<file path="src/rtl/wm_pkg.sv">
// ---------------------------------------------------------------------------
// wm_pkg
// Shared definitions for the washing-machine plant responder: phase ids,
// FSM state encoding, phase durations in ticks, input field encodings and
// helpers that map a command vector to a phase and a phase to its length.
// ---------------------------------------------------------------------------
package wm_pkg;

  typedef enum logic [2:0] {
    PH_FILL  = 3'd0,
    PH_WASH  = 3'd1,
    PH_RINSE = 3'd2,
    PH_SPIN  = 3'd3,
    PH_DRAIN = 3'd4,
    PH_DRY   = 3'd5
  } phase_e;

  typedef enum logic [2:0] {
    ST_IDLE  = 3'd0,
    ST_RUN   = 3'd1,
    ST_HOLD  = 3'd2,
    ST_DONE  = 3'd3,
    ST_ERROR = 3'd4
  } state_e;

  localparam int unsigned FILL_T        = 8;
  localparam int unsigned RINSE_T       = 10;
  localparam int unsigned SPIN_T_COTTON = 6;
  localparam int unsigned SPIN_T_OTHER  = 4;
  localparam int unsigned DRAIN_T       = 5;
  localparam int unsigned DRY_T_COTTON  = 20;
  localparam int unsigned DRY_T_OTHER   = 12;
  localparam int unsigned WASH_T_30     = 30;
  localparam int unsigned WASH_T_45     = 45;
  localparam int unsigned WASH_T_60     = 60;

  localparam logic [1:0] TEMP_COLD     = 2'b00;
  localparam logic [1:0] TEMP_WARM     = 2'b01;
  localparam logic [1:0] TEMP_HOT      = 2'b10;
  localparam logic [1:0] TEMP_COLD_ALT = 2'b11;

  localparam logic [1:0] CLOTH_COTTON  = 2'b00;

  localparam logic [1:0] CYC_30        = 2'b00;
  localparam logic [1:0] CYC_45        = 2'b01;
  localparam logic [1:0] CYC_60        = 2'b10;
  localparam logic [1:0] CYC_30_ALT    = 2'b11;

  // Only a single-hot vector is ever loaded; anything else maps to fill.
  function automatic phase_e onehot_to_phase(input logic [5:0] cmds);
    case (cmds)
      6'b000010: return PH_WASH;
      6'b000100: return PH_RINSE;
      6'b001000: return PH_SPIN;
      6'b010000: return PH_DRAIN;
      6'b100000: return PH_DRY;
      default:   return PH_FILL;
    endcase
  endfunction

  function automatic int unsigned phase_ticks(input phase_e ph, input logic [1:0] cyc,
                                              input logic [1:0] cloth);
    case (ph)
      PH_WASH: begin
        case (cyc)
          CYC_45:  return WASH_T_45;
          CYC_60:  return WASH_T_60;
          default: return WASH_T_30;
        endcase
      end
      PH_RINSE: return RINSE_T;
      PH_SPIN:  return (cloth == CLOTH_COTTON) ? SPIN_T_COTTON : SPIN_T_OTHER;
      PH_DRAIN: return DRAIN_T;
      PH_DRY:   return (cloth == CLOTH_COTTON) ? DRY_T_COTTON : DRY_T_OTHER;
      default:  return FILL_T;
    endcase
  endfunction

  function automatic logic temp_heated(input logic [1:0] t);
    return (t == TEMP_WARM) || (t == TEMP_HOT);
  endfunction

endpackage

</file>
<file path="src/rtl/wm_tick_prescaler.sv">
// ---------------------------------------------------------------------------
// wm_tick_prescaler
// Divides clk down to one tick every DIV enabled cycles.
//   clk, reset : clock, asynchronous active-high reset
//   i_clr      : synchronous clear of the divider (wins over i_en)
//   i_en       : advance the divider this cycle
//   o_tick     : high in the enabled cycle that completes a DIV-cycle period
// ---------------------------------------------------------------------------
module wm_tick_prescaler #(
  parameter int DIV = 1000
) (
  input  logic clk,
  input  logic reset,
  input  logic i_clr,
  input  logic i_en,
  output logic o_tick
);

  localparam int W = $clog2(DIV);

  logic [W-1:0] r_cnt;

  // The tick is combinational so the consumer acts on the same edge that
  // wraps the divider; the phase latency then lands exactly on D*DIV+1.
  assign o_tick = i_en && !i_clr && (r_cnt == W'(DIV - 1));

  // Divider counter: frozen when disabled, wraps to zero on each tick.
  always_ff @(posedge clk or posedge reset) begin
    if (reset) begin
      r_cnt <= '0;
    end else if (i_clr) begin
      r_cnt <= '0;
    end else if (i_en) begin
      if (r_cnt == W'(DIV - 1)) begin
        r_cnt <= '0;
      end else begin
        r_cnt <= r_cnt + W'(1);
      end
    end
  end

endmodule

</file>
<file path="src/rtl/washer_plant_responder.sv">
// ---------------------------------------------------------------------------
// washer_plant_responder
// Plant side of the washer controller handshake: times each commanded phase
// and answers with done levels, a door latch and heater / error status.
//   clk, reset           : clock, asynchronous active-high reset
//   i_lock_door          : door lock request (level)
//   i_fill_water..i_dry  : one-hot phase commands (levels)
//   i_pause              : freezes the phase timebase
//   i_cycle_duration     : wash length select, sampled at phase load
//   i_cloth_type         : cotton / delicate, sampled at phase load
//   i_temp_select        : wash water temperature
//   o_door_locked        : door latch status
//   o_*_done             : phase-complete levels, held while the command is
//   o_heater_on          : heater drive during a heated wash
//   o_cmd_error          : more than one phase command seen
// ---------------------------------------------------------------------------
module washer_plant_responder
  import wm_pkg::*;
#(
  parameter int TICK_DIV   = 1000,
  parameter int LOCK_TICKS = 2,
  parameter int CNT_W      = 8
) (
  input  logic       clk,
  input  logic       reset,
  input  logic       i_lock_door,
  input  logic       i_fill_water,
  input  logic       i_wash,
  input  logic       i_rinse,
  input  logic       i_spin,
  input  logic       i_drain,
  input  logic       i_dry,
  input  logic       i_pause,
  input  logic [1:0] i_cycle_duration,
  input  logic [1:0] i_cloth_type,
  input  logic [1:0] i_temp_select,
  output logic       o_door_locked,
  output logic       o_fill_done,
  output logic       o_wash_done,
  output logic       o_rinse_done,
  output logic       o_spin_done,
  output logic       o_drain_done,
  output logic       o_dry_done,
  output logic       o_heater_on,
  output logic       o_cmd_error
);

  localparam int LOCK_W = $clog2(LOCK_TICKS + 1);

  state_e             r_state, w_nxt_state;
  phase_e             r_phase, w_nxt_phase, w_load_phase;
  logic [CNT_W-1:0]   r_count, w_nxt_count, w_load_count;
  logic [5:0]         w_cmds, w_latched;
  logic               w_single, w_multi, w_load, w_resume, w_door_clr;
  logic               w_ph_clr, w_ph_en, w_ph_tick;
  logic               r_lock_q, w_lock_tick;
  logic [LOCK_W-1:0]  r_lock_ticks;

  assign w_cmds    = {i_dry, i_drain, i_spin, i_rinse, i_wash, i_fill_water};
  assign w_latched = 6'b000001 << r_phase;
  assign w_multi   = (w_cmds & (w_cmds - 6'd1)) != 6'd0;
  assign w_single  = (w_cmds != 6'd0) && !w_multi;

  assign w_load_phase = onehot_to_phase(w_cmds);
  assign w_load_count = CNT_W'(phase_ticks(w_load_phase, i_cycle_duration, i_cloth_type) - 32'd1);

  // A held phase resumes only when its own command comes back alone; a
  // different lone command starts a fresh phase from a cleared timebase.
  assign w_resume = (r_state == ST_HOLD) && (w_cmds == w_latched);
  assign w_load   = w_single && ((r_state == ST_IDLE) ||
                                 ((r_state == ST_HOLD) && (w_cmds != w_latched)));

  // The resume cycle itself advances the timebase, so a hold costs exactly
  // the cycles spent paused and nothing more.
  assign w_ph_clr = w_load || (r_state == ST_IDLE) || (r_state == ST_DONE) ||
                    (r_state == ST_ERROR);
  assign w_ph_en  = !i_pause && ((r_state == ST_RUN) || w_resume);

  wm_tick_prescaler #(.DIV(TICK_DIV)) u_phase_tick (
    .clk    (clk),
    .reset  (reset),
    .i_clr  (w_ph_clr),
    .i_en   (w_ph_en),
    .o_tick (w_ph_tick)
  );

  // The lock path counts from a registered copy of the request, which gives
  // door_locked the same one-cycle sampling latency as the phase outputs.
  wm_tick_prescaler #(.DIV(TICK_DIV)) u_lock_tick (
    .clk    (clk),
    .reset  (reset),
    .i_clr  (!r_lock_q),
    .i_en   (r_lock_q),
    .o_tick (w_lock_tick)
  );

  // Next-state logic. In RUN a dropped command is checked before the tick,
  // so a drop that coincides with the final tick never reports done.
  always_comb begin
    w_nxt_state = r_state;
    w_nxt_phase = r_phase;
    w_nxt_count = r_count;
    w_door_clr  = 1'b0;
    case (r_state)
      ST_IDLE: begin
        if (w_multi) w_nxt_state = ST_ERROR;
      end
      ST_RUN: begin
        if ((w_cmds & ~w_latched) != 6'd0) begin
          w_nxt_state = ST_ERROR;
        end else if ((w_cmds & w_latched) == 6'd0) begin
          w_nxt_state = i_pause ? ST_HOLD : ST_IDLE;
        end else if (w_ph_tick) begin
          if (r_count == '0) w_nxt_state = ST_DONE;
          else               w_nxt_count = r_count - CNT_W'(1);
        end
      end
      ST_HOLD: begin
        if (w_multi) begin
          w_nxt_state = ST_ERROR;
        end else if (w_resume) begin
          w_nxt_state = ST_RUN;
          if (w_ph_tick) begin
            if (r_count == '0) w_nxt_state = ST_DONE;
            else               w_nxt_count = r_count - CNT_W'(1);
          end
        end
      end
      ST_DONE: begin
        if ((w_cmds & w_latched) == 6'd0) begin
          w_nxt_state = ST_IDLE;
          w_door_clr  = (r_phase == PH_DRY);
        end
      end
      ST_ERROR: begin
        if (w_cmds == 6'd0) w_nxt_state = ST_IDLE;
      end
      default: w_nxt_state = ST_IDLE;
    endcase
    if (w_load) begin
      w_nxt_state = ST_RUN;
      w_nxt_phase = w_load_phase;
      w_nxt_count = w_load_count;
    end
  end

  // Phase FSM state plus its registered status outputs, all derived from
  // the next state so they change on the same edge as the state.
  always_ff @(posedge clk or posedge reset) begin
    if (reset) begin
      r_state      <= ST_IDLE;
      r_phase      <= PH_FILL;
      r_count      <= '0;
      o_fill_done  <= 1'b0;
      o_wash_done  <= 1'b0;
      o_rinse_done <= 1'b0;
      o_spin_done  <= 1'b0;
      o_drain_done <= 1'b0;
      o_dry_done   <= 1'b0;
      o_heater_on  <= 1'b0;
      o_cmd_error  <= 1'b0;
    end else begin
      r_state      <= w_nxt_state;
      r_phase      <= w_nxt_phase;
      r_count      <= w_nxt_count;
      o_fill_done  <= (w_nxt_state == ST_DONE) && (w_nxt_phase == PH_FILL);
      o_wash_done  <= (w_nxt_state == ST_DONE) && (w_nxt_phase == PH_WASH);
      o_rinse_done <= (w_nxt_state == ST_DONE) && (w_nxt_phase == PH_RINSE);
      o_spin_done  <= (w_nxt_state == ST_DONE) && (w_nxt_phase == PH_SPIN);
      o_drain_done <= (w_nxt_state == ST_DONE) && (w_nxt_phase == PH_DRAIN);
      o_dry_done   <= (w_nxt_state == ST_DONE) && (w_nxt_phase == PH_DRY);
      o_heater_on  <= (w_nxt_state == ST_RUN) && (w_nxt_phase == PH_WASH) &&
                      temp_heated(i_temp_select);
      o_cmd_error  <= (w_nxt_state == ST_ERROR);
    end
  end

  // Door latch: sets once the request has survived LOCK_TICKS consecutive
  // ticks, and only the end of a dry phase releases it. A release on the
  // same edge as a set takes priority.
  always_ff @(posedge clk or posedge reset) begin
    if (reset) begin
      r_lock_q      <= 1'b0;
      r_lock_ticks  <= '0;
      o_door_locked <= 1'b0;
    end else begin
      r_lock_q <= i_lock_door;
      if (!r_lock_q) begin
        r_lock_ticks <= '0;
      end else if (w_lock_tick && (r_lock_ticks != LOCK_W'(LOCK_TICKS))) begin
        r_lock_ticks <= r_lock_ticks + LOCK_W'(1);
      end
      if (w_door_clr) begin
        o_door_locked <= 1'b0;
      end else if (r_lock_q && w_lock_tick && (r_lock_ticks == LOCK_W'(LOCK_TICKS - 1))) begin
        o_door_locked <= 1'b1;
      end
    end
  end

endmodule

</file>
<file path="config.mk">
export PLATFORM = sky130hd
export DESIGN_NAME = washer_plant_responder
export DESIGN_NICKNAME = d
export VERILOG_FILES = /design/src/rtl/wm_pkg.sv /design/src/rtl/wm_tick_prescaler.sv /design/src/rtl/washer_plant_responder.sv
export SDC_FILE = /design/constraint.sdc
export NUM_CORES = 1
export LEC_CHECK = 0
export ABC_AREA = 1
export CAP_MARGIN = 20
export CORE_UTILIZATION = 53
export CTS_CLUSTER_SIZE = 40
export DETAILED_ROUTE_END_ITERATION = 6
export GPL_TIMING_DRIVEN = 0
export PLACE_DENSITY = 0.8
export SLEW_MARGIN = 20
export SYNTH_ARGS = -nofsm -noshare
export SYNTH_HDL_FRONTEND = slang
export SYNTH_HIERARCHICAL = 1
export SYNTH_SLANG_ARGS = --single-unit
</file>
<file path="constraint.sdc">
create_clock -name clk -period 3.44 [get_ports clk]
set_input_delay 1.032 -clock clk [delete_from_list [all_inputs] [get_ports clk]]
set_output_delay 1.032 -clock clk [all_outputs]
set_load 0.005 [all_outputs]
</file>
# == After elaboration in Yosys (flattened, before gate mapping) ==
# Index checks and enable logic that the tools add are counted.
# word_totals
elab_cells,145
ff_bits,46
inputBits,16
# classes
reduce_logical,41
mux,39
n_shift,1
n_addsub,6
eq_ne,38
bitwise,4
# op_table
operator,n
two-way mux 8 bit,7
two-way mux 10 bit,5
one-hot mux 8 bit (5 select lines),1
two-way mux 3 bit,11
one-hot mux 3 bit (5 select lines),2
"equality test 3 x 2 -> 1 bit, second input constant",7
"equality test 3 bit, second input constant",7
"adder 10 x 1 -> 10 bit, second input constant",2
"equality test 10 bit, second input constant",2
logical AND 1 bit,19
AND 6 bit,3
nonzero test 6 bit,3
one-hot mux 8 bit (2 select lines),1
"subtractor 8 x 1 -> 8 bit, second input constant",2
"equality test 3 x 1 -> 1 bit, second input constant",4
zero test 6 bit,2
two-way mux 2 bit,6
"inequality test 3 bit, second input constant",4
one-hot mux 6 bit (2 select lines),1
zero test 8 bit,1
"equality test 2 x 1 -> 1 bit, second input constant",3
"equality test 6 x 2 -> 1 bit, second input constant",1
"equality test 6 x 3 -> 1 bit, second input constant",1
"equality test 6 x 4 -> 1 bit, second input constant",1
20 further kinds,33

# == Logic depth before layout (Yosys ltp) ==
# depth
word_depth,20
ltp_mapped,23
ltp_nobuf,22

# == By module ==
# Netlist, hierarchy kept.
# by_module_without_submodules
module,n_inst,cells_each,seq_area_each_um2,area_per_inst_um2
washer_plant_responder,1,303,650.6,2147.1
wm_tick_prescaler,2,80,250.2,604.3

# == Worst setup path before layout ==
# OpenSTA, ideal clock, no wires.
# synth_path
kind,input to register
start,input i_fill_water
end,register r_count[4]
arrival_time_ps,3073
setup_ps,117
path_slack_ps,250
stages,16
cell_sequence,nor2_4 > nand3_1 > nor2_1 > inv_1 > ha_1 > nor2_1 > nor2_4 > a21boi_0 > ha_1 > inv_1 > nor2_1 > nand2_1 > nand2_1 > nand2_1 > nand2_1 > nand2_1
# synth_between
elab_chain_len,17
# synth_lines
item,line_no,text
"start, declared",washer_plant_responder.sv:27,"input logic i_fill_water,"
subtractor 6 x 1 -> 6 bit,washer_plant_responder.sv:61,assign w_multi = (w_cmds & (w_cmds - 6'd1)) != 6'd0;
AND 6 bit,washer_plant_responder.sv:61,
nonzero test 6 bit,washer_plant_responder.sv:61,
zero test 1 bit,washer_plant_responder.sv:62,assign w_single = (w_cmds != 6'd0) && !w_multi;
logical AND 1 bit,washer_plant_responder.sv:62,
logical AND 1 bit,washer_plant_responder.sv:70,assign w_load = w_single && ((r_state == ST_IDLE) ||
logical OR 1 bit (3 in series),washer_plant_responder.sv:75,assign w_ph_clr = w_load || (r_state == ST_IDLE) || (r_state == ST_DONE) ||
zero test 1 bit,wm_tick_prescaler.sv:25,assign o_tick = i_en && !i_clr && (r_cnt == W'(DIV - 1));
logical AND 1 bit (2 in series),wm_tick_prescaler.sv:25,
two-way mux 8 bit,--,
two-way mux 8 bit (on tied branches) (2 in series),--,
one-hot mux 8 bit (2 select lines),--,
two-way mux 8 bit,washer_plant_responder.sv:140,if (w_load) begin
"end signal, assigned",washer_plant_responder.sv:165,r_count <= w_nxt_count;
"end, declared",washer_plant_responder.sv:52,"logic [CNT_W-1:0] r_count, w_nxt_count, w_load_count;"
# Several ways; a longest one is shown, not always the timed one. The select of a mux whose other input is x is not followed.
# A chain may end at the register's enable or synchronous reset.

# == Final worst setup path ==
# layout_path
start,input i_spin
end,register r_count[7]
# layout_between
elab_chain_len,17
# layout_lines
item,line_no,text
"start, declared",washer_plant_responder.sv:30,"input logic i_spin,"
subtractor 6 x 1 -> 6 bit,washer_plant_responder.sv:61,
AND 6 bit,washer_plant_responder.sv:61,
nonzero test 6 bit,washer_plant_responder.sv:61,
zero test 1 bit,washer_plant_responder.sv:62,
logical AND 1 bit,washer_plant_responder.sv:62,
logical AND 1 bit *,washer_plant_responder.sv:70,
logical OR 1 bit * (3 in series),washer_plant_responder.sv:75,
net w_ph_clr,washer_plant_responder.sv:55,"logic w_ph_clr, w_ph_en, w_ph_tick;"
zero test 1 bit *,wm_tick_prescaler.sv:25,
logical AND 1 bit * (2 in series),wm_tick_prescaler.sv:25,
net w_ph_tick,washer_plant_responder.sv:55,
two-way mux 8 bit *,--,
two-way mux 8 bit (on tied branches) (2 in series),--,
one-hot mux 8 bit (2 select lines) *,--,
two-way mux 8 bit *,washer_plant_responder.sv:140,
# The timed path passes the listed nets; every way through them passes the cells marked *. The select of a mux whose other input is x is not followed.

==> flow_metrics.py <==
metrics = {
    "run_status": {
        "status": "finished clean",
    },
    "global_route": {
        "track_usage_pct": 22.5,
        "overflow": 0,
        "grt_pass1_vias": 2688,
        "grt_max_degree": 27,
        "grt_pass1_wl_um": 11600,
        "antenna_found_initial": 0,
    },
    "layout": {
        "final_nets": 533,
        "final_common_cell": "nand2_1",
        "drive_gt1_share_pct": 16.6,
        "area_growth_pct": 15.4,
        "antennaDiodeCount": 0,
        "final_util_pct": 64.3,
        "most-common-layout-cells": "nand2_1, inv_1, dfrtp_1, nor2_1, nand3_1",
        "fillers": 492,
    },
    "hold_path": {
        "hp-class": "register to register",
        "hold_path.startpoint": "r_count[3]",
        "whs_path_depth": 2,
        "holdPathEnd": "r_count[3]",
    },
    "cts": {
        "numCtsBuffers": 5,
        "cts-root-buf": "clkbuf_8",
        "cts_buffer_depth": 2,
        "path_clk_slew_ns": 0.08,
        "cts.sinks": 46,
        "cts_tree": "done",
        "htreeDepth": 2,
        "clock_latency_ns": 0.30,
    },
    "sta": {
        "slew_viol_final": 0,
        "post-route-period-util_pct": 93.0,
        "period_minus_slack_ns": 3.20,
        "finalHoldWorstSlack_ns": 0.501,
        "finalHoldViolations": 0,
        "tightest_slew_ns": 0.475,
        "setup_viol": 0,
        "worst_clock_skew_ns": 0.0103,
        "fmax_mhz": 312,
        "timing.slew.headroom_pct": 68.0,
    },
    "placed_design": {
        "dpl.hpwl_um": 5370,
        "place.gp.congestion": 0.913,
        "io_buffers": 24,
    },
    "synth": {
        "syn_area_sq_um": 3360,
        "synth_top_area_share_pct": 34.3,
        "yosys_warnings": 6,
        "yosys.area.top_type": "dfrtp_1",
        "synth_area_leaders": "dfrtp_1, nand2_1, inv_1, ha_1, nand3_1",
        "syn_nets": 498,
        "synth.distinct_cells": 37,
        "synth-seq-cells": 46,
        "postSynthAreaPerCell_sq_um": 7.25,
        "ys_seq_area_share_pct": 34.3,
        "synthCells": 463,
    },
    "pwr": {
        "power_leakage_nw": 1.94,
        "swShare_pct": 38.4,
        "power_frac_seq_pct": 40.1,
        "combPwrFrac_pct": 36.4,
        "irDropWorstVdd_mv": 0.290,
        "p_per_area_nw_per_um2": 436,
        "p_switching_w": 0.000649,
        "clockPowerShare_pct": 23.5,
        "power.internal_w": 0.00104,
    },
    "worst_setup_path": {
        "r2r_slack_ns": 0.27,
        "path_class": "input pin to register",
        "crit_path_end_kind": "register",
        "reg2reg_to": "r_count[7]",
        "timing.rr.start": "r_phase[2]",
        "start_kind": "input pin",
        "crit_fanout": 10,
        "critPathArrivalTime_ns": 3.40,
        "crit_required_ns": 3.64,
        "r2r_cells": 22,
    },
    "floorplan": {
        "fp.coreArea_sq_um": 6030,
        "pin_count": 25,
        "rows": 28,
        "dieArea_sq_um": 6650,
        "die_w_um": 81.6,
        "start_util_pct": 55.7,
        "die_h_um": 81.6,
    },
    "routing": {
        "routed_wl_um": 7210,
        "num_vias": 3003,
        "drc": 0,
        "drt_pass1_iterations": 4,
        "wl_per_cell_um": 12.6,
        "vias_per_cell": 5.23,
        "drt-initial-drc-count": 160,
        "ant_nets": 0,
    },
    "flow_run": {
        "drv_cap": 0,
    },
}
==> worst max-delay path, stage by stage <==
cell and delay [ns]:
clkbuf_2 0.14, ha_1 0.30, nand2_1 0.06, nor2_2 0.13, nand2_1 0.10, nand3_1 0.09, nand2_2 0.08, nand2_4 0.09
buf_8 0.14, nand2_1 0.10, nor3_2 0.22, nand2_1 0.10, nor2_2 0.15, nand3_2 0.11, nand2_4 0.08, nand2_4 0.09
nor3_4 0.13, nand4_1 0.11, nand2_1 0.08, inv_1 0.04
==> synthesized netlist by cell type <==
master and number:
nand3_4 1, buf_8 1, nor3_2 1, nand3_2 7, o221ai_1 1, ha_1 19
nor2_2 8, nand2_1 127, o21ai_1 6, inv_1 73, xnor2_1 4, o21ai_0 11
o211a_1 1, nand2_2 10, nand4_1 7, inv_2 5, nor2_8 1, a211oi_1 1
a21boi_0 1, a31oi_1 1, nand3b_1 1, nor3_1 11, o21ai_2 2, o211ai_1 3
xor2_1 4, a21oi_4 2, a2bb2oi_1 1, o21bai_1 3, nor2_4 6, or2_1 1
a21oi_1 2, or2_2 2, nor2_1 46, nand2_4 6, dfrtp_1 46, o22ai_1 4
nand3_1 37
==> cells by family after synthesis <==
kind of cell | count (synthesis) | synth area share (%)
buffers and inverters | 79 | 9.17
flip-flops | 46 | 34.3
adder cells (fa/ha/maj) | 19 | 7.08
XOR/XNOR | 8 | 2.09
AO/OA/AOI/OAI | 39 | 7.87
AND/OR/NAND/NOR | 272 | 39.5
==> sequential cells by signal, summed over array words and instances, names as in the netlist <==
name / cells
o_cmd_error: 1
o_door_locked: 1
o_drain_done: 1
o_dry_done: 1
o_fill_done: 1
o_heater_on: 1
o_rinse_done: 1
o_spin_done: 1
o_wash_done: 1
r_count: 8
r_lock_q: 1
r_lock_ticks: 2
r_phase: 3
r_state: 3
u_lock_tick/r_cnt: 10
u_phase_tick/r_cnt: 10
==> per-stage QoR <==
stage	setup slack (ns)	instances	total power (W)	area (sq um)	setup TNS, ns
after floorplan	0.250	463	0.00111	3360	0
after global placement	-0.666	562	0.00123	3690	-8.38
after detailed placement	-0.739	562	0.00125	3690	-9.48
after CTS	0.000318	570	0.00165	3810	0
after global routing	-0.0272	574	0.00180	3870	-0.0323
final	0.240	574	0.00169	3870	0
==> routing by layer <==
layer | part of all wire, % | up-vias | global-route usage (%) | routed length (um)
met4 | 1.3 | 0 | 6.32 | 95
met3 | 3.6 | 9 | 4.11 | 257
li1 | - | 1529 | - | -
met1 | 46 | 1396 | 29.6 | 3350
met2 | 49 | 69 | 37.9 | 3500
met5 | 0 | - | 0 | 0
==> power by group through the flow <==
stage                     combinational (W)  sequential (W)  clock, W
after global routing               0.000696        0.000683  0.000425
after detailed placement           0.000570        0.000682         0
after floorplan                    0.000443        0.000664         0
after CTS                          0.000580        0.000672  0.000401
final                              0.000614        0.000676  0.000397
after global placement             0.000551        0.000679         0
==> what timing repair did <==
item / 4_1_cts / 5_1_grt
setup endpoints to repair: 15 / 15
hold buffers: 0 / 0
buffers inserted: 0 / 3
gates resized for setup: 12 / 23
gates cloned: 0 / 0
pin swaps: 0 / 4
==> area by class of cell <==
type                    instances  area [sq um]  share of cell area [%]
multi-input cells             338          1950                    50.4
plain buffers                   1          15.0                   0.388
flip-flops and latches         46          1150                    29.7
inverters                      78           293                    7.56
clock buffers                   5          68.8                    1.78
well taps                      75          93.8                    2.42
repair buffers                 28           260                    6.72
clock inverters                 3          40.0                    1.03
==> worst max path at each step <==
stage               depth (start not counted)  slack, ns          from           end
floorplan                                  16       0.25  i_fill_water    r_count[4]
global placement                           17      -0.67  i_fill_water    r_count[4]
detailed placement                         17      -0.74  i_fill_water    r_count[4]
CTS                                        20     0.0003        i_wash    r_count[7]
global route                               21      -0.03    r_phase[0]  o_rinse_done
finish                                     20       0.24        i_spin    r_count[7]
Power figures use the tool's default switching activity.
==> RTL edit 1: new RTL, same flow settings <==
The parameter `CNT_W` goes from 8 to 9.
--- a/src/rtl/washer_plant_responder.sv
+++ b/src/rtl/washer_plant_responder.sv
@@ -21,3 +21,3 @@
   parameter int LOCK_TICKS = 2,
-  parameter int CNT_W      = 8
+  parameter int CNT_W      = 9
 ) (
Check against the original RTL: same outputs for any inputs over 10 cycles, from zero or initial values and one cycle with reset high; that may be too few to reach the edited logic, so the function may still have changed.
==> RTL edit 1 against the original RTL <==
Non-clock buffer count increased by 1; design area is 0.94% lower; routed wire length down 0.53%; combinational power fell by 9.0%; register-to-register slack better by 0.03 ns; critical endpoint is now r_count[3]$_DFFE_PP0P_; cell count decreased by 0.17%; sequential share of layout area up 0.93 points; critical path type unchanged; power decreased by 4.4%; sequential cell count grew 1; synthesized area shrank 0.63%; count of clock-buffer cells in the layout increased by 2; largest power group unchanged; die area down 0.61%; worst setup slack got worse by 0.037 ns.
==> RTL edit 1: results (changes against the original RTL) <==
- Post-Synth XOR/XNOR Area: 2.10% (+0.013 points)
- Post-Place Cells: 560 (-0.36%)
- Largest cells by area after synthesis: dfrtp_1 35%, nand2_1 14%, inv_1 8.3%, ha_1 7.1%, nand3_1 5.0%
- Slew Limit Headroom: 63.0% (-5.1 points)
- Synth Area in Compound Gates: 7.88% (+0.013 points)
- Share of layout cells above drive strength 1: 14.3% (-2.4 points)
- First-pass GRT wire length: 11900 µm (+2.4%)
- Run status: finished clean
- Vias: 3019 (+0.53%)
- Final WL: 7170 µm (-0.53%)
- Placed Area: 3670 µm² (-0.58%)
- Die area: 6610 µm² (-0.61%)
- Post-synthesis sequential area ratio: 35.3% (+0.97 points)
- Yosys cell types: 36 (-2.7%)
- Crit path largest cell delay: 0.32 ns (+0.02 ns)
- Wire length per cell: 12.5 µm (-0.35%)
- Largest net degree at the start of global routing: 28 (+3.7%)
- Mapped Nets: 496 (-0.40%)
- Detailed Place HPWL: 5440 µm (+1.3%)
- Vias in the first global route: 2886 (+7.4%)
- Syn Area/Cell: 7.23 µm² (-0.20%)
- Leak Pwr: 1.89 nW (-2.3%)
- Top cells by count, synth: 124 x nand2_1, 74 x inv_1, 47 x dfrtp_1
- FILL cells: 544 (+11%)
- Nets@finish: 532 (-0.19%)
- CP max-delay cell: dlygate4sd2_1
==> RTL edit 1: cell types whose count changed in the layout (fill, tap and decap cells not counted), sizes merged, moves of 3 or more <==
cell and change:
nor3 +6, nand4 +6, or2 -3, nor2 -4, nand2 -8, nand3 -7
==> RTL edit 1: through the flow <==
step	util (%)	TNS, ns
after global routing	64.0	-0.0896
after floorplan	-	0
final	64.0	0
after CTS	63.6	0
after global placement	61.2	-10.74
after detailed placement	61.2	-12.70
==> RTL edit 1: final cells by class <==
class,instances,share of cell area (%)
multi-input combinational,334,49.4
sequential,47,30.7
inverter,79,7.86
timing repair buffer,29,6.65
clock buffer,7,2.51
tap,75,2.45
buffer,1,0.294
clock inverter,1,0.196
==> RTL edit 1: where the power goes <==
part	internal [mW]	switching (mW)	leakage [nW]
Combinational	0.197	0.363	1.22
Sequential	0.619	0.0670	0.627
Clock	0.183	0.185	0.0505
Total	0.998	0.615	1.89
==> RTL edit 1: routing by layer <==
metal / part of all wire (%) / global-route usage [%]
met1: 44 / 26.0
met2: 52 / 43.2
met3: 3.1 / 4.16
met4: 1.1 / 7.68
met5: 0 / 0
==> RTL edit 1: final timing paths <==
kind                                                        start                                end  slack, ns  cells past startpoint
worst max-delay path                                      i_drain             r_count[3]$_DFFE_PP0P_       0.20                     19
worst min-delay path            u_phase_tick/r_cnt[9]$_DFFE_PP0P_  u_phase_tick/r_cnt[9]$_DFFE_PP0P_       0.51                      2
worst max register to register               r_phase[1]$_DFF_PP0_             r_count[3]$_DFFE_PP0P_       0.30                     21
worst min register to register  u_phase_tick/r_cnt[9]$_DFFE_PP0P_  u_phase_tick/r_cnt[9]$_DFFE_PP0P_       0.51                      2
max in group asynchronous                                   reset              o_spin_done$_DFF_PP0_       1.92                      2
min in group asynchronous                                   reset   u_lock_tick/r_cnt[4]$_DFFE_PP0P_       1.08                      2
==> RTL edit 1: logic make-up after synthesis <==
kind of cell | after synthesis
XOR/XNOR | 8
buffers and inverters | 80
AO/OA/AOI/OAI | 42
adder cells (fa/ha/maj) | 19
flip-flops | 47
AND/OR/NAND/NOR | 265
==> RTL edit 1: worst register-to-register path, cell delays in order (launching register included) <==
cell and delay [ns]:
dfrtp_1 0.47, inv_1 0.09, nor3_1 0.24, inv_1 0.09
ha_1 0.29, nand2_1 0.06, nor2_1 0.11, nand2_1 0.12
nand2_1 0.09, nand2_1 0.12, nand3_4 0.09, buf_6 0.15
nand3_2 0.11, nor3_2 0.18, buf_4 0.14, o21a_1 0.10
nand4_1 0.11, nand2_2 0.11, nand2_4 0.10, clkinv_4 0.10
nor2_1 0.04, a31oi_1 0.16
==> RTL edit 1: timing repair <==
item,in CTS,in global routing
endpoints found under the setup margin,17,15
gates resized for setup,15,13
cloned,0,0
setup buffers,2,3
pin swaps,3,4
==> RTL edit 2: new RTL, config.mk and constraints unchanged <==
Made on the original files. Encoding of `state_e`: now one-hot (5 bits for 5 states).
--- a/src/rtl/wm_pkg.sv
+++ b/src/rtl/wm_pkg.sv
@@ -17,8 +17,8 @@
 
-  typedef enum logic [2:0] {
-    ST_IDLE  = 3'd0,
-    ST_RUN   = 3'd1,
-    ST_HOLD  = 3'd2,
-    ST_DONE  = 3'd3,
-    ST_ERROR = 3'd4
+  typedef enum logic [4:0] {
+    ST_IDLE  = 5'b00001,
+    ST_RUN   = 5'b00010,
+    ST_HOLD  = 5'b00100,
+    ST_DONE  = 5'b01000,
+    ST_ERROR = 5'b10000
   } state_e;
Check against the original RTL: same outputs for any inputs over 10 cycles, from zero or initial values and one cycle with reset high; not proved beyond that.
==> RTL edit 2 against the original RTL <==
Sequential cell count is 2 higher; first-iteration DRC count is 5.6% higher; die area is 3.4% higher; cell count is 5.6% higher; fmax is 1.7% higher; routed wire length is 3.7% higher; power is 4.3% higher; synthesized area is 3.5% higher; critical path depth is 2 higher; critical endpoint unchanged; synthesized cell count is 4.8% higher; worst setup slack better by 0.054 ns; clock power is 3% higher; design area is 4.6% higher.
==> RTL edit 2: results (changes against the original RTL) <==
- FILL cells: 563 (+14%)
- Post-synthesis sequential area ratio: 34.6% (+0.30 points)
- Worst-path fanout max: 5 (-5)
- Critical Path Start: i_rinse
- Largest net degree at the start of global routing: 19 (-30%)
- DRT iter0 DRCs: 169 (+5.6%)
- First-pass GRT wire length: 13100 µm (+13%)
- Yosys cell types: 42 (+14%)
- Worst Skew: 0.00735 ns (-0.00296 ns)
- Detailed Place HPWL: 5780 µm (+7.6%)
- Placed Area: 3840 µm² (+4.0%)
- Post-Synth XOR/XNOR Area: 2.02% (-0.071 points)
- Top cells by count, synth: 116 x nand2_1, 91 x inv_1, 47 x dfrtp_1
- Mapped Nets: 521 (+4.6%)
- Run status: finished clean
- Max VDD drop: 232 µV (-20%)
- Wire length per cell: 12.3 µm (-1.7%)
- Worst Reg2Reg Path Length in Cells: 24 (+9.1%)
- Share of layout cells above drive strength 1: 16.6% (about the same)
- WHS Endpoint: r_count[2]$_DFFE_PP0P_
- Synthesized instance count: 485 (+4.8%)
- Post-Place Cells: 587 (+4.4%)
- Slew Limit Headroom: 63.9% (-4.2 points)
- All-Layer GR Usage: 22.8% (+0.23 points)
- Worst hold slack: 0.523 ns (+0.0224 ns)
- Vias: 3143 (+4.7%)
- Sw Share: 38.9% (+0.48 points)
RTL edit 2: changes by cell type after synthesis, sizes merged, moves of 2 or more:
cell,unedited run,this run
clkinv,0,2
nor3,12,14
nor2,61,58
o22ai,4,6
o211ai,3,1
nand2,143,129
a21oi,4,7
o21ai,19,27
inv,78,96
nand3,45,48
RTL edit 2: timing repair:
action | CTS | global route
pin swaps | 2 | 8
setup buffers | 2 | 9
resized for setup | 14 | 22
endpoints found under the setup margin | 16 | 13
RTL edit 2: logic make-up after synthesis:
logic type / count (synthesis)
DFF: 48
buffers and inverters: 99
adders and majority gates: 20
and+or+nand+nor: 260
AOI/OAI and AO/OA: 50
xor gates and xnor gates: 8
RTL edit 2: area by class of cell:
type | count | area, µm² | share of cell area, %
well taps | 77 | 96.3 | 2.38
plain buffers | 1 | 15.0 | 0.371
inverters | 98 | 373 | 9.20
clock inverters | 2 | 35.0 | 0.865
flip-flops and latches | 48 | 1200 | 29.7
multi-input cells | 338 | 1940 | 47.8
clock buffers | 6 | 72.6 | 1.79
repair buffers | 36 | 320 | 7.91
RTL edit 2: worst register-to-register path, stage by stage, from the launching register on:
cell,delay [ns]
dfrtp_1,0.42
inv_1,0.11
nor3_2,0.32
inv_1,0.08
ha_1,0.28
nand2_1,0.04
nor2_1,0.11
nand2_2,0.10
nand2_2,0.10
nand2_2,0.08
nand3_4,0.10
buf_8,0.10
nand2_2,0.08
nor3_4,0.21
inv_1,0.07
nor2_1,0.10
nand4_1,0.09
nand2_1,0.08
nand2_2,0.09
inv_2,0.10
nand2_2,0.07
nor2_4,0.11
nand3_1,0.08
nand2_1,0.07
inv_1,0.04
RTL edit 2: power by group through the flow:
stage	logic (mW)	registers [mW]	clock network, mW
after floorplan	0.479	0.686	0
after global placement	0.609	0.692	0
after detailed placement	0.636	0.697	0
after CTS	0.640	0.686	0.416
after global routing	0.767	0.695	0.448
final	0.665	0.688	0.407
RTL edit 2: per-layer routing:
layer | wire (µm) | GRT usage [%]
met5 | 0 | 0
met4 | 125 | 6.27
met3 | 208 | 3.08
met2 | 3900 | 42.0
met1 | 3240 | 27.7
RTL edit 2: metrics by stage:
stage	setup WS [ns]	util, %
detailed placement	-0.766	60.5
finish	0.293	63.8
CTS	0.0191	62.6
global route	0.00185	63.8
global placement	-0.661	60.0
floorplan	0.243	-
